--- src/rtl/tetris_pkg.sv ---
// Shared board constants and state codes for the tetris game blocks.
//   BOARD_COLS/BOARD_ROWS : board geometry, cell addr = row*COLS+col, row 0 = top
//   COLOR_W               : colour word width, EMPTY (0) marks an empty cell
//   RAM_AW                : board colour RAM address width
//   game_state_t          : top-level game phases shared by game FSM and colour generator
//   lc_state_t            : line-clear controller sequencing states
package tetris_pkg;

  localparam int unsigned BOARD_COLS = 10;
  localparam int unsigned BOARD_ROWS = 20;
  localparam int unsigned COLOR_W    = 24;
  localparam int unsigned RAM_AW     = 8;
  localparam int unsigned LINES_W    = 5;
  localparam int unsigned ROW_W      = 5;

  localparam logic [COLOR_W-1:0] EMPTY = '0;

  typedef enum logic [2:0] {
    START_SCREEN = 3'd0,
    NEW_PIECE    = 3'd1,
    PLAY         = 3'd2,
    DISTROY_LINE = 3'd3,
    CLEAN        = 3'd4,
    LINES_DOWN   = 3'd5,
    FAIL         = 3'd6
  } game_state_t;

  typedef enum logic [2:0] {
    LC_IDLE  = 3'd0,
    LC_SCAN  = 3'd1,
    LC_CHECK = 3'd2,
    LC_COPY  = 3'd3,
    LC_FILL  = 3'd4,
    LC_DONE  = 3'd5
  } lc_state_t;

endpackage

--- src/rtl/line_clear_controller.sv ---
// Removes full rows from the board colour RAM and compacts survivors downward.
// Scans rows bottom-up into a row buffer, copies each surviving row to the
// lowest free destination row, then zero-fills the rows left at the top.
// Ports:
//   clk, reset        : clock, synchronous active-high reset
//   start             : 1-cycle request (ignored while busy)
//   busy, done        : run in progress / 1-cycle completion pulse
//   lines_cleared     : full rows removed in the last run
//   ram_addr          : aux-port address, holds while strobes are low
//   ram_rd_en         : read strobe, ram_rdata valid one cycle later
//   ram_rdata         : read data
//   ram_wr_en         : write strobe
//   ram_wdata         : write data
module line_clear_controller
  import tetris_pkg::*;
#(
  parameter int unsigned COLS = BOARD_COLS,
  parameter int unsigned ROWS = BOARD_ROWS,
  parameter int unsigned CW   = COLOR_W,
  parameter int unsigned AW   = RAM_AW
) (
  input  logic               clk,
  input  logic               reset,
  input  logic               start,
  output logic               busy,
  output logic               done,
  output logic [LINES_W-1:0] lines_cleared,
  output logic [AW-1:0]      ram_addr,
  output logic               ram_rd_en,
  input  logic [CW-1:0]      ram_rdata,
  output logic               ram_wr_en,
  output logic [CW-1:0]      ram_wdata
);

  localparam int unsigned CNT_W = $clog2(COLS + 1);
  localparam int unsigned IDX_W = $clog2(COLS);

  localparam logic [AW-1:0]    LAST_BASE = AW'((ROWS - 1) * COLS);
  localparam logic [AW-1:0]    ROW_STEP  = AW'(COLS);
  localparam logic [ROW_W-1:0] LAST_ROW  = ROW_W'(ROWS - 1);
  localparam logic [CNT_W-1:0] COL_LAST  = CNT_W'(COLS - 1);
  localparam logic [CNT_W-1:0] COL_END   = CNT_W'(COLS);

  lc_state_t          r_state;
  logic [ROW_W-1:0]   r_src;
  logic [ROW_W-1:0]   r_dst;
  logic [AW-1:0]      r_src_base;
  logic [AW-1:0]      r_dst_base;
  logic [CNT_W-1:0]   r_col;
  logic               r_full;
  logic [CW-1:0]      r_buf [COLS];
  logic [LINES_W-1:0] r_lines;
  logic               r_busy;
  logic               r_done;
  logic [AW-1:0]      r_ram_addr;
  logic               r_ram_rd_en;
  logic               r_ram_wr_en;
  logic [CW-1:0]      r_ram_wdata;

  logic [CNT_W-1:0]   w_col_inc;
  logic               w_exit;
  logic [LINES_W-1:0] w_exit_lines;
  logic [AW-1:0]      w_exit_dst_base;

  assign w_col_inc = r_col + CNT_W'(1);

  // Row-finished decision shared by CHECK and the last COPY cycle; carries the
  // line count and destination base as they will be after this cycle.
  always_comb begin
    w_exit          = 1'b0;
    w_exit_lines    = r_lines;
    w_exit_dst_base = r_dst_base;
    case (r_state)
      LC_CHECK: begin
        w_exit = r_full || (r_src == r_dst);
        if (r_full) begin
          w_exit_lines = r_lines + LINES_W'(1);
        end else if (r_dst != '0) begin
          w_exit_dst_base = r_dst_base - ROW_STEP;
        end
      end
      LC_COPY: begin
        w_exit          = (r_col == COL_LAST);
        w_exit_dst_base = r_dst_base - ROW_STEP;
      end
      default: ;
    endcase
  end

  // Sequencer: all outputs are registered and set up one cycle ahead of the
  // state that uses them.
  always_ff @(posedge clk) begin
    if (reset) begin
      r_state     <= LC_IDLE;
      r_src       <= '0;
      r_dst       <= '0;
      r_src_base  <= '0;
      r_dst_base  <= '0;
      r_col       <= '0;
      r_full      <= 1'b0;
      r_lines     <= '0;
      r_busy      <= 1'b0;
      r_done      <= 1'b0;
      r_ram_addr  <= '0;
      r_ram_rd_en <= 1'b0;
      r_ram_wr_en <= 1'b0;
      r_ram_wdata <= '0;
    end else begin
      r_ram_rd_en <= 1'b0;
      r_ram_wr_en <= 1'b0;
      r_done      <= 1'b0;

      case (r_state)
        LC_IDLE: begin
          if (start) begin
            r_state     <= LC_SCAN;
            r_busy      <= 1'b1;
            r_lines     <= '0;
            r_src       <= LAST_ROW;
            r_dst       <= LAST_ROW;
            r_src_base  <= LAST_BASE;
            r_dst_base  <= LAST_BASE;
            r_col       <= '0;
            r_full      <= 1'b1;
            r_ram_rd_en <= 1'b1;
            r_ram_addr  <= LAST_BASE;
          end
        end

        // Issue COLS reads; capture lags one cycle behind the address.
        LC_SCAN: begin
          if (r_col != '0) begin
            r_buf[IDX_W'(r_col - CNT_W'(1))] <= ram_rdata;
            if (ram_rdata == CW'(EMPTY)) begin
              r_full <= 1'b0;
            end
          end
          if (r_col == COL_END) begin
            r_state <= LC_CHECK;
            r_col   <= '0;
          end else begin
            r_col <= w_col_inc;
            if (r_col < COL_LAST) begin
              r_ram_rd_en <= 1'b1;
              r_ram_addr  <= r_src_base + AW'(w_col_inc);
            end
          end
        end

        LC_CHECK: begin
          r_lines <= w_exit_lines;
          if (!r_full && (r_src != r_dst)) begin
            r_state     <= LC_COPY;
            r_col       <= '0;
            r_ram_wr_en <= 1'b1;
            r_ram_addr  <= r_dst_base;
            r_ram_wdata <= r_buf[0];
          end else if (!r_full && (r_dst != '0)) begin
            r_dst      <= r_dst - ROW_W'(1);
            r_dst_base <= w_exit_dst_base;
          end
        end

        LC_COPY: begin
          if (r_col != COL_LAST) begin
            r_col       <= w_col_inc;
            r_ram_wr_en <= 1'b1;
            r_ram_addr  <= r_dst_base + AW'(w_col_inc);
            r_ram_wdata <= r_buf[IDX_W'(w_col_inc)];
          end else begin
            r_dst      <= r_dst - ROW_W'(1);
            r_dst_base <= w_exit_dst_base;
          end
        end

        // Zero rows dst..0, which are the rows vacated by removed lines.
        LC_FILL: begin
          if (r_col != COL_LAST) begin
            r_col       <= w_col_inc;
            r_ram_wr_en <= 1'b1;
            r_ram_addr  <= r_dst_base + AW'(w_col_inc);
            r_ram_wdata <= CW'(EMPTY);
          end else if (r_dst == '0) begin
            r_state <= LC_DONE;
            r_done  <= 1'b1;
          end else begin
            r_dst       <= r_dst - ROW_W'(1);
            r_dst_base  <= r_dst_base - ROW_STEP;
            r_col       <= '0;
            r_ram_wr_en <= 1'b1;
            r_ram_addr  <= r_dst_base - ROW_STEP;
            r_ram_wdata <= CW'(EMPTY);
          end
        end

        LC_DONE: begin
          r_state <= LC_IDLE;
          r_busy  <= 1'b0;
        end

        default: begin
          r_state <= LC_IDLE;
          r_busy  <= 1'b0;
        end
      endcase

      // Row finished: scan the next row up, or finish with an optional fill.
      if (w_exit) begin
        if (r_src == '0) begin
          if (w_exit_lines != '0) begin
            r_state     <= LC_FILL;
            r_col       <= '0;
            r_ram_wr_en <= 1'b1;
            r_ram_addr  <= w_exit_dst_base;
            r_ram_wdata <= CW'(EMPTY);
          end else begin
            r_state <= LC_DONE;
            r_done  <= 1'b1;
          end
        end else begin
          r_state     <= LC_SCAN;
          r_src       <= r_src - ROW_W'(1);
          r_src_base  <= r_src_base - ROW_STEP;
          r_col       <= '0;
          r_full      <= 1'b1;
          r_ram_rd_en <= 1'b1;
          r_ram_addr  <= r_src_base - ROW_STEP;
        end
      end
    end
  end

  assign busy          = r_busy;
  assign done          = r_done;
  assign lines_cleared = r_lines;
  assign ram_addr      = r_ram_addr;
  assign ram_rd_en     = r_ram_rd_en;
  assign ram_wr_en     = r_ram_wr_en;
  assign ram_wdata     = r_ram_wdata;

endmodule

--- config.mk ---
export PLATFORM = sky130hd
export DESIGN_NAME = line_clear_controller
export DESIGN_NICKNAME = d
export VERILOG_FILES = /design/src/rtl/tetris_pkg.sv /design/src/rtl/line_clear_controller.sv
export SDC_FILE = /design/constraint.sdc
export NUM_CORES = 1
export LEC_CHECK = 0
export BUFFER_PORTS_ARGS = -buffer_cell sky130_fd_sc_hd__buf_2
export CAP_MARGIN = 30
export CORE_ASPECT_RATIO = 0.75
export CORE_MARGIN = 2
export CORE_UTILIZATION = 69
export CTS_BUF_LIST = sky130_fd_sc_hd__clkbuf_8
export CTS_CLUSTER_DIAMETER = 40
export DETAILED_ROUTE_END_ITERATION = 10
export PLACE_DENSITY = 0.88
export SLEW_MARGIN = 20
export SYNTH_ARGS = -nofsm -noshare
export SYNTH_HDL_FRONTEND = slang
export SYNTH_SLANG_ARGS = --single-unit
--- constraint.sdc ---
create_clock -name clk -period 6.07 [get_ports clk]
set_input_delay 0 -clock clk [delete_from_list [all_inputs] [get_ports clk]]
set_output_delay 0 -clock clk [all_outputs]
set_load 0.005 [all_outputs]
== Word-level counts from Yosys, hierarchy flattened ==
Memories as Yosys holds them, arrays and structs flattened.
Index checks and enable logic that the tools add are counted.

* Multiply operators: 0
* Reduce and logical (&&, ||, !) cells: 18
* Multiplexer cells: 100
* Bitwise gates (word level): 1
* Div/mod/pow operators: 0
* Order comparisons: 1
* Add/subtract/negate cells: 9
* Eq/ne operators: 21
* Shift-type cells: 0

{| class="wikitable"
|+ Operators with widths
! kind !! number
|-
| 2-to-1 mux 8 bit || 22
|-
| 2-to-1 mux 24 bit || 7
|-
| case mux 24 bit (3 select lines) || 1
|-
| 2-to-1 mux 5 bit || 13
|-
| case mux 8 bit (5 select lines) || 1
|-
| 2-to-1 mux 4 bit || 9
|-
| case mux 8 bit (4 select lines) || 1
|-
| 2-to-1 mux 1 bit || 29
|-
| zero test 24 bit || 1
|-
| 2-to-1 mux 3 bit || 7
|-
| case mux 4 bit (5 select lines) || 1
|-
| case mux 5 bit (4 select lines) || 1
|-
| adder 8 x 4 -> 8 bit || 2
|-
| case mux 8 bit (2 select lines) || 1
|-
| subtractor 8 x 4 -> 8 bit, second input constant || 2
|-
| inequality test 3 bit, second input constant || 5
|-
| case mux 3 bit (5 select lines) || 1
|-
| inequality test 2 bit, second input constant || 7
|-
| zero test 5 bit || 2
|-
| case mux 5 bit (2 select lines) || 1
|-
| nonzero test 5 bit || 2
|-
| subtractor 5 x 1 -> 5 bit, second input constant || 2
|-
| == test 4 bit, second input constant || 2
|-
| case mux 1 bit (2 select lines) || 4
|-
| 22 further kinds || 26
|}

* Latch bits: 0
* Bits in read-only memories: 0
* Output and inout port bits: 41
* Word-level logic and storage cells: 165
* Memories kept: 1
* Bits in registers: 75
* Bits in writable memories: 240

{| class="wikitable"
|+ Memory list
! name !! words !! bits a word !! rd ports !! clocked after memory_dff !! write ports !! RTL line !! RTL
|-
| r_buf || 10 || 24 || 2 || 0 || 1 || line_clear_controller.sv:51 || <nowiki>logic [CW-1:0] r_buf [COLS];</nowiki>
|}

== Logic depth before layout (Yosys ltp) ==
Gate-level depths: netlist (run 1).

* Word-level depth: 8
* Mapped depth: 16
* Mapped depth without buffers: 12

== Worst setup path before layout (run 1) ==
OpenSTA, ideal clock, no wires.

* Kind: reg-to-reg
* Start: reg r_col[0]
* End: reg r_ram_addr[6] (netlist: ram_addr[6])
* Buffers on the path: 5
* Stages on the path, launching flop included: 17
* Slack: 2.211 ns
* Period minus slack after synthesis: 3.859 ns
* Library setup time: 0.124 ns
* Arrival time: 3.735 ns
* Path through: dfxtp_1 > clkbuf_1 > clkbuf_1 > clkbuf_1 > inv_1 > ha_1 > clkbuf_1 > buf_1 > inv_1 > fa_1 > nand2b_1 > a21oi_1 > nand3_1 > xor2_1 > o22ai_1 > a221oi_1 > o22ai_1

* Longest elaborated chain between the ends: 8
* Elaborated cells on any way between the ends: 16
* Those cells by class: add/sub: 3; order compare: 1; eq/ne: 3; mux: 9

{| class="wikitable"
|+ RTL lines
! element !! RTL line !! RTL
|-
| start, declared || line_clear_controller.sv:49 || <nowiki>logic [CNT_W-1:0] r_col;</nowiki>
|-
| start signal, assigned || line_clear_controller.sv:142 || <nowiki>r_col <= w_col_inc;</nowiki>
|-
| start signal, assigned || line_clear_controller.sv:166 || <nowiki>r_col <= w_col_inc;</nowiki>
|-
| start signal, assigned || line_clear_controller.sv:179 || <nowiki>r_col <= w_col_inc;</nowiki>
|-
| adder 4 x 1 -> 4 bit || line_clear_controller.sv:65 || <nowiki>assign w_col_inc = r_col + CNT_W'(1);</nowiki>
|-
| adder 8 x 4 -> 8 bit || line_clear_controller.sv:145 || <nowiki>r_ram_addr <= r_src_base + AW'(w_col_inc);</nowiki>
|-
| 2-to-1 mux 8 bit || line_clear_controller.sv:143 || <nowiki>if (r_col < COL_LAST) begin</nowiki>
|-
| 2-to-1 mux 8 bit || line_clear_controller.sv:138 || <nowiki>if (r_col == COL_END) begin</nowiki>
|-
| case mux 8 bit (5 select lines) || line_clear_controller.sv:113 || <nowiki>case (r_state)</nowiki>
|-
| 2-to-1 mux 8 bit || line_clear_controller.sv:210 || <nowiki>if (w_exit_lines != '0) begin</nowiki>
|-
| 2-to-1 mux 8 bit || line_clear_controller.sv:209 || <nowiki>if (r_src == '0) begin</nowiki>
|-
| 2-to-1 mux 8 bit * || line_clear_controller.sv:208 || <nowiki>if (w_exit) begin</nowiki>
|-
| end signal, assigned || line_clear_controller.sv:145 ||
|-
| end signal, assigned || line_clear_controller.sv:214 || <nowiki>r_ram_addr <= w_exit_dst_base;</nowiki>
|-
| end signal, assigned || line_clear_controller.sv:227 || <nowiki>r_ram_addr <= r_src_base - ROW_STEP;</nowiki>
|-
| end, declared || line_clear_controller.sv:55 || <nowiki>logic [AW-1:0] r_ram_addr;</nowiki>
|}

Every way passes the cells marked *; elsewhere a longest branch is shown, timed or not.
A chain may end at the register's enable or synchronous reset.

== Final worst setup path (run 1) ==
* Start: reg r_col[0]
* End: reg r_ram_addr[7] (netlist: ram_addr[7])

Same word-level chain as after synthesis.

==> results of run 1 <==
-- registers in the layout (all words and copies together) (netlist names) --
signal         cells
done               1
r_state            3
r_dst_base         7
r_src_base         8
r_full             1
ram_addr           8
ram_wr_en          1
r_col              4
lines_cleared      5
ram_wdata         24
r_src              5
r_dst              5
ram_rd_en          1
r_buf            240
busy               1
-- path summary, 6_finish.rpt --
kind,endpoint,slack [ns],cells past startpoint
max,ram_addr[7]$_SDFF_PP0_,2.42,12
min,r_state[0]$_SDFFE_PP0P_,0.07,4
max reg2reg,ram_addr[7]$_SDFF_PP0_,2.42,12
min reg2reg,busy$_SDFFE_PP0P_,0.50,2
-- per-stage QoR --
step / cells / hold WS (ns) / setup WS (ns) / power [W]
2_1_floorplan: 1048 / 0.0989 / 2.21 / 0.00419
3_3_place_gp: 1326 / 0.310 / 2.55 / 0.00473
3_5_place_dp: 1326 / 0.318 / 2.43 / 0.00480
4_1_cts: 1439 / 0.0256 / 2.42 / 0.00646
5_1_grt: 1439 / 0.0737 / 2.15 / 0.00680
6_report: 1440 / 0.0669 / 2.42 / 0.00654
-- metal layers --
metal,track usage,share of wire
met5,0.0137,0.00040
met4,0.122,0.028
met3,0.112,0.15
met2,0.507,0.44
met1,0.514,0.39
-- power by group through the flow --
stage	sequential, W	combinational (W)	clock, W
2_1_floorplan	0.00260	0.00159	0
3_3_place_gp	0.00277	0.00196	0
3_5_place_dp	0.00278	0.00202	0
4_1_cts	0.00274	0.00205	0.00167
5_1_grt	0.00277	0.00227	0.00176
6_report	0.00275	0.00212	0.00167
-- cells by family after synthesis --
kind of cell	count (synthesis)	synth area share
flops	314	0.618
compound gates	258	0.119
simple gates	253	0.0936
buf+inv	89	0.0288
mux	77	0.0976
xor+xnor	34	0.0217
fa+ha+maj	23	0.0215
-- worst max-delay path, cell delays in order (launching register included) --
cell and delay [ns]:
dfxtp_4 0.85, inv_1 0.26, ha_2 0.60, ha_1 0.24
inv_1 0.06, fa_1 0.43, nor2b_1 0.16, o2111ai_1 0.14
xor2_1 0.17, nand2_1 0.07, a221oi_1 0.28, a211o_1 0.16
o21ai_0 0.07
-- area by class of cell --
type                       instances  area [sq um]  area share
clock buffer                      50           688      0.0437
multi-input combinational        645          5000       0.318
inverter                          22          82.6     0.00524
tap                              258           323      0.0205
clock inverter                    38           218      0.0138
antenna                            1          2.50    0.000159
timing repair buffer             112           736      0.0467
sequential                       314          8690       0.552
-- placed cells by master, fill, tap and decap left out, types with 6 or more instances in the layout --
cell	count
nor2b_1	29
nand3_1	14
nor2_1	61
a21oi_1	91
ha_1	20
and3_1	13
clkbuf_8	50
dlygate4sd3_1	25
xor2_1	21
o21ai_0	33
inv_1	44
a31oi_1	6
mux4_2	48
clkinv_1	7
nor4_1	11
edfxtp_1	240
mux2i_1	28
xnor2_1	11
nand2_1	64
a221oi_1	6
nor3_1	22
dfxtp_1	73
a211oi_1	41
a22oi_1	30
buf_2	67
buf_4	20
==> results.sh, run 1 <==
export IMPL_run_status="finished clean"
export IMPL_firstDrtPassIters=6
export IMPL_power_frac_clock=0.256
export IMPL_synthTopCellsByArea="edfxtp_1, dfxtp_1, mux4_2"
export IMPL_synth_edf_count=240
export IMPL_hp_start="start"
export IMPL_hp_class="in -> reg"
export IMPL_final_util=0.783
export IMPL_nFillCells=1103
export IMPL_core_area_sq_mm=0.0201
export IMPL_yosysWarnings=0
export IMPL_synthCells=1048
export IMPL_vias=10037
export IMPL_finalCriticalPeriod_ns=3.65
export IMPL_seqPwrFrac=0.420
export IMPL_synth_common_cells="edfxtp_1, a21oi_1, dfxtp_1"
export IMPL_cts_max_path_buffers=3
export IMPL_cts_max_level=2
export IMPL_synth_distinct_cells=72
export IMPL_worstSetupStartpoint="r_col[0]$_SDFF_PP0_"
export IMPL_layout_nets=1193
export IMPL_crit_arrival_ns=4.07
export IMPL_hold_viol=0
export IMPL_clk_latency_ns=0.58
export IMPL_cts_hold_buf=25
export IMPL_grt_pass1_vias=9556
export IMPL_hpwl_um=22400
export IMPL_synthesis_nets=1098
export IMPL_async_reset_ff_frac=0
export IMPL_start_util=0.699
export IMPL_fin_crit_sh=0.601
export IMPL_row_count=45
export IMPL_switching_power_w=0.00237
export IMPL_die_h_um=128
export IMPL_syn_area_sq_mm=0.0141
export IMPL_drc=0
export IMPL_ys_seq_area_frac=0.618
export IMPL_p_int_w=0.00418
export IMPL_path_max_fanout=54
export IMPL_pwr_density_cell_mw_per_mm2=416
export IMPL_antenna_found_initial=1
export IMPL_cts_clk_slew_worst_paths_ns=0.07
export IMPL_ir_drop_uv=255
export IMPL_yosysMostFrequentCell="edfxtp_1"
export IMPL_comb_power_share=0.324
export IMPL_worst_pin_slew_ns=0.855
export IMPL_final_max_slew_violation_count=0
export IMPL_final_cell_area_sq_mm=0.0157
export IMPL_ys_flop_type="edfxtp_1"
export IMPL_cp_data_required_time_ns=6.50
export IMPL_cts_tree="done"
export IMPL_drive_gt1_frac=0.183
export IMPL_wl_um=37400
export IMPL_rsz0062_at_grt="no"
export IMPL_postCtsSetupBuffers=0
export IMPL_ant_nets=0
export IMPL_cts_root_buffer="clkbuf_8"
export IMPL_io_pin_count=68
export IMPL_track_usage=0.353
export IMPL_grt_max_degree=55
export IMPL_fmax_mhz=274
export IMPL_synth_top_area_cell="edfxtp_1"
export IMPL_power_share_switching=0.362
export IMPL_p_leak_nw=5.40
export IMPL_crit_type="reg -> reg"
export IMPL_gp_congestion=0.982
export IMPL_cts_resized=0
export IMPL_die_x_um=169
export IMPL_cts_sinks=314
export IMPL_grt_overflow=0
export IMPL_slew_headroom=0.430
export IMPL_post_drt_wl_per_cell_um=26.0
export IMPL_viasPerCell=6.97
export IMPL_grt_pass1_wl_um=56000
export IMPL_critPathLaunchType="register"
export IMPL_place_area_sq_mm=0.0146
export IMPL_numCtsBuffers=48
export IMPL_setup_viol=0
export IMPL_finalSetupTns_ns=0
export IMPL_max_cap_violations=0
export IMPL_port_buffers=67
export IMPL_first_iter_violations=1473
export IMPL_area_delta_synth_final_pct=12.0
export IMPL_final_setup_skew_ns=0.0252
export IMPL_die_area_sq_mm=0.0215
export IMPL_netlist_area_leader_share=0.513
export IMPL_cp_end_kind="register"
export IMPL_r2r_start="r_col[0]$_SDFF_PP0_"
export IMPL_avgSynthCellArea_sq_um=13.4
export IMPL_synth_seq_cells=314
Note: power is estimated with default switching activity, not from simulation.
==> inputs of run 2 (changes only) <==
- CORE_UTILIZATION: 69 -> 57
- PLACE_DENSITY: 0.88 -> 0.78
- clock period: 6.07 -> 2.9 ns (I/O delays scaled with it)
==> results.sh, run 2 (synthesis gave the netlist of run 1 again) <==
export IMPL_run_status="finished clean"
export IMPL_seqPwrFrac=0.400
export IMPL_final_cell_mix="edfxtp_1, a21oi_1, dfxtp_1"
export IMPL_hp_class="in -> reg"
export IMPL_cts_hold_buf=25
export IMPL_grt_pass1_vias=9277
export IMPL_track_usage=0.279
export IMPL_grt_pass1_wl_um=54200
export IMPL_start_util=0.583
export IMPL_viasPerCell=6.26
export IMPL_setup_viol=0
export IMPL_cts_sinks=314
export IMPL_hpwl_um=23000
export IMPL_power_share_switching=0.353
export IMPL_fmax_mhz=373
export IMPL_crit_arrival_ns=3.10
export IMPL_p_leak_nw=5.58
export IMPL_ir_drop_uv=562
export IMPL_crit_type="reg -> reg"
export IMPL_worstSetupStartpoint="r_col[0]$_SDFF_PP0_"
export IMPL_vias=9667
export IMPL_r2r_start="r_col[0]$_SDFF_PP0_"
export IMPL_postCtsSetupBuffers=0
export IMPL_antenna_found_initial=1
export IMPL_slew_headroom=0.506
export IMPL_numCtsBuffers=46
export IMPL_area_delta_synth_final_pct=15.2
export IMPL_max_cap_violations=0
export IMPL_layout_nets=1225
export IMPL_hp_start="reset"
export IMPL_cts_tree="done"
export IMPL_cp_data_required_time_ns=3.33
export IMPL_path_max_fanout=8
export IMPL_cts_max_path_buffers=3
export IMPL_gp_congestion=1.02
export IMPL_port_buffers=67
export IMPL_drc=0
export IMPL_post_drt_wl_per_cell_um=23.1
export IMPL_critPathLaunchType="register"
export IMPL_hold_viol=0
export IMPL_firstDrtPassIters=5
export IMPL_die_area_sq_mm=0.0259
export IMPL_cts_resized=0
export IMPL_wl_um=35700
export IMPL_pwr_density_cell_mw_per_mm2=853
export IMPL_p_total_w=0.0138
export IMPL_row_count=49
export IMPL_power_frac_clock=0.253
export IMPL_largest_register="r_buf"
export IMPL_io_pin_count=68
export IMPL_final_setup_skew_ns=0.0223
export IMPL_cp_end_kind="register"
export IMPL_p_int_w=0.00895
export IMPL_cts_max_level=2
export IMPL_comb_power_share=0.347
export IMPL_rsz0062_at_grt="no"
export IMPL_grt_max_degree=50
export IMPL_cts_root_buffer="clkbuf_8"
export IMPL_worst_pin_slew_ns=0.741
export IMPL_finalSetupTns_ns=0
export IMPL_finalCriticalPeriod_ns=2.68
export IMPL_core_area_sq_mm=0.0241
export IMPL_ant_nets=0
export IMPL_largest_reg_flops=240
export IMPL_die_h_um=140
export IMPL_die_x_um=185
export IMPL_layout_commonest_cell="edfxtp_1"
export IMPL_clk_latency_ns=0.57
export IMPL_grt_overflow=0
export IMPL_cts_clk_slew_worst_paths_ns=0.07
export IMPL_final_max_slew_violation_count=0
export IMPL_fin_crit_sh=0.924
export IMPL_first_iter_violations=1097
export IMPL_switching_power_w=0.00487
export IMPL_drive_gt1_frac=0.214
[run 2: changes by cell type in the layout (fill, tap and decap cells not counted), moves of 7 or more]
cell      previous run  this run
buf_4               20        47
inv_1               44        32
buf_12               0         7
clkinv_2             3        10
[run 2: final timing paths]
kind	endpoint	slack, ns	cells past startpoint
worst max-delay path	ram_addr[4]$_SDFF_PP0_	0.22	10
worst min-delay path	r_src_base[6]$_SDFF_PP0_	0.05	3
worst min register to register	r_dst_base[3]$_SDFFE_PP0P_	0.51	2
worst max register to register	ram_addr[4]$_SDFF_PP0_	0.22	10
[run 2: cell type report]
type	count	area, sq um
well taps	331	414
fillers	1673	7900
diodes	1	2.50
clock buffers	51	702
repair buffers	146	1080
multi-input cells	645	5010
clock inverters	34	213
inverters	22	82.6
flip-flops and latches	314	8690
[run 2: power by group through the flow]
stage	Combinational, W	Sequential [W]	Clock [W]
floorplan	0.00338	0.00545	0
global placement	0.00457	0.00560	0
CTS	0.00470	0.00552	0.00355
global route	0.00519	0.00557	0.00373
detailed placement	0.00465	0.00561	0
finish	0.00479	0.00553	0.00350
[run 2: per-stage QoR]
stage / setup WS (ns) / instance area [sq um] / util / cells / hold WS [ns]
after floorplan: 0.00284 / 14100 / - / 1048 / 0.0989
after global placement: 0.346 / 15000 / 0.624 / 1433 / 0.311
after detailed placement: 0.302 / 15000 / 0.624 / 1433 / 0.321
after CTS: 0.268 / 16200 / 0.672 / 1543 / 0.0127
after global routing: 0.0321 / 16200 / 0.672 / 1544 / 0.0667
final: 0.221 / 16200 / 0.672 / 1544 / 0.0467
[run 2: worst max-delay path, stage by stage (launching register included)]
cell,delay [ns]
dfxtp_4,0.39
ha_1,0.29
xor2_4,0.23
ha_1,0.27
a21o_1,0.18
a21oi_1,0.35
xnor2_1,0.12
o221ai_1,0.20
o211ai_1,0.13
a211oi_1,0.26
o32ai_1,0.12
[run 2: metal layers]
metal / global-route usage / part of all wire
met3: 0.0757 / 0.11
met1: 0.425 / 0.44
met2: 0.397 / 0.43
met5: 0 / 0
met4: 0.0735 / 0.019
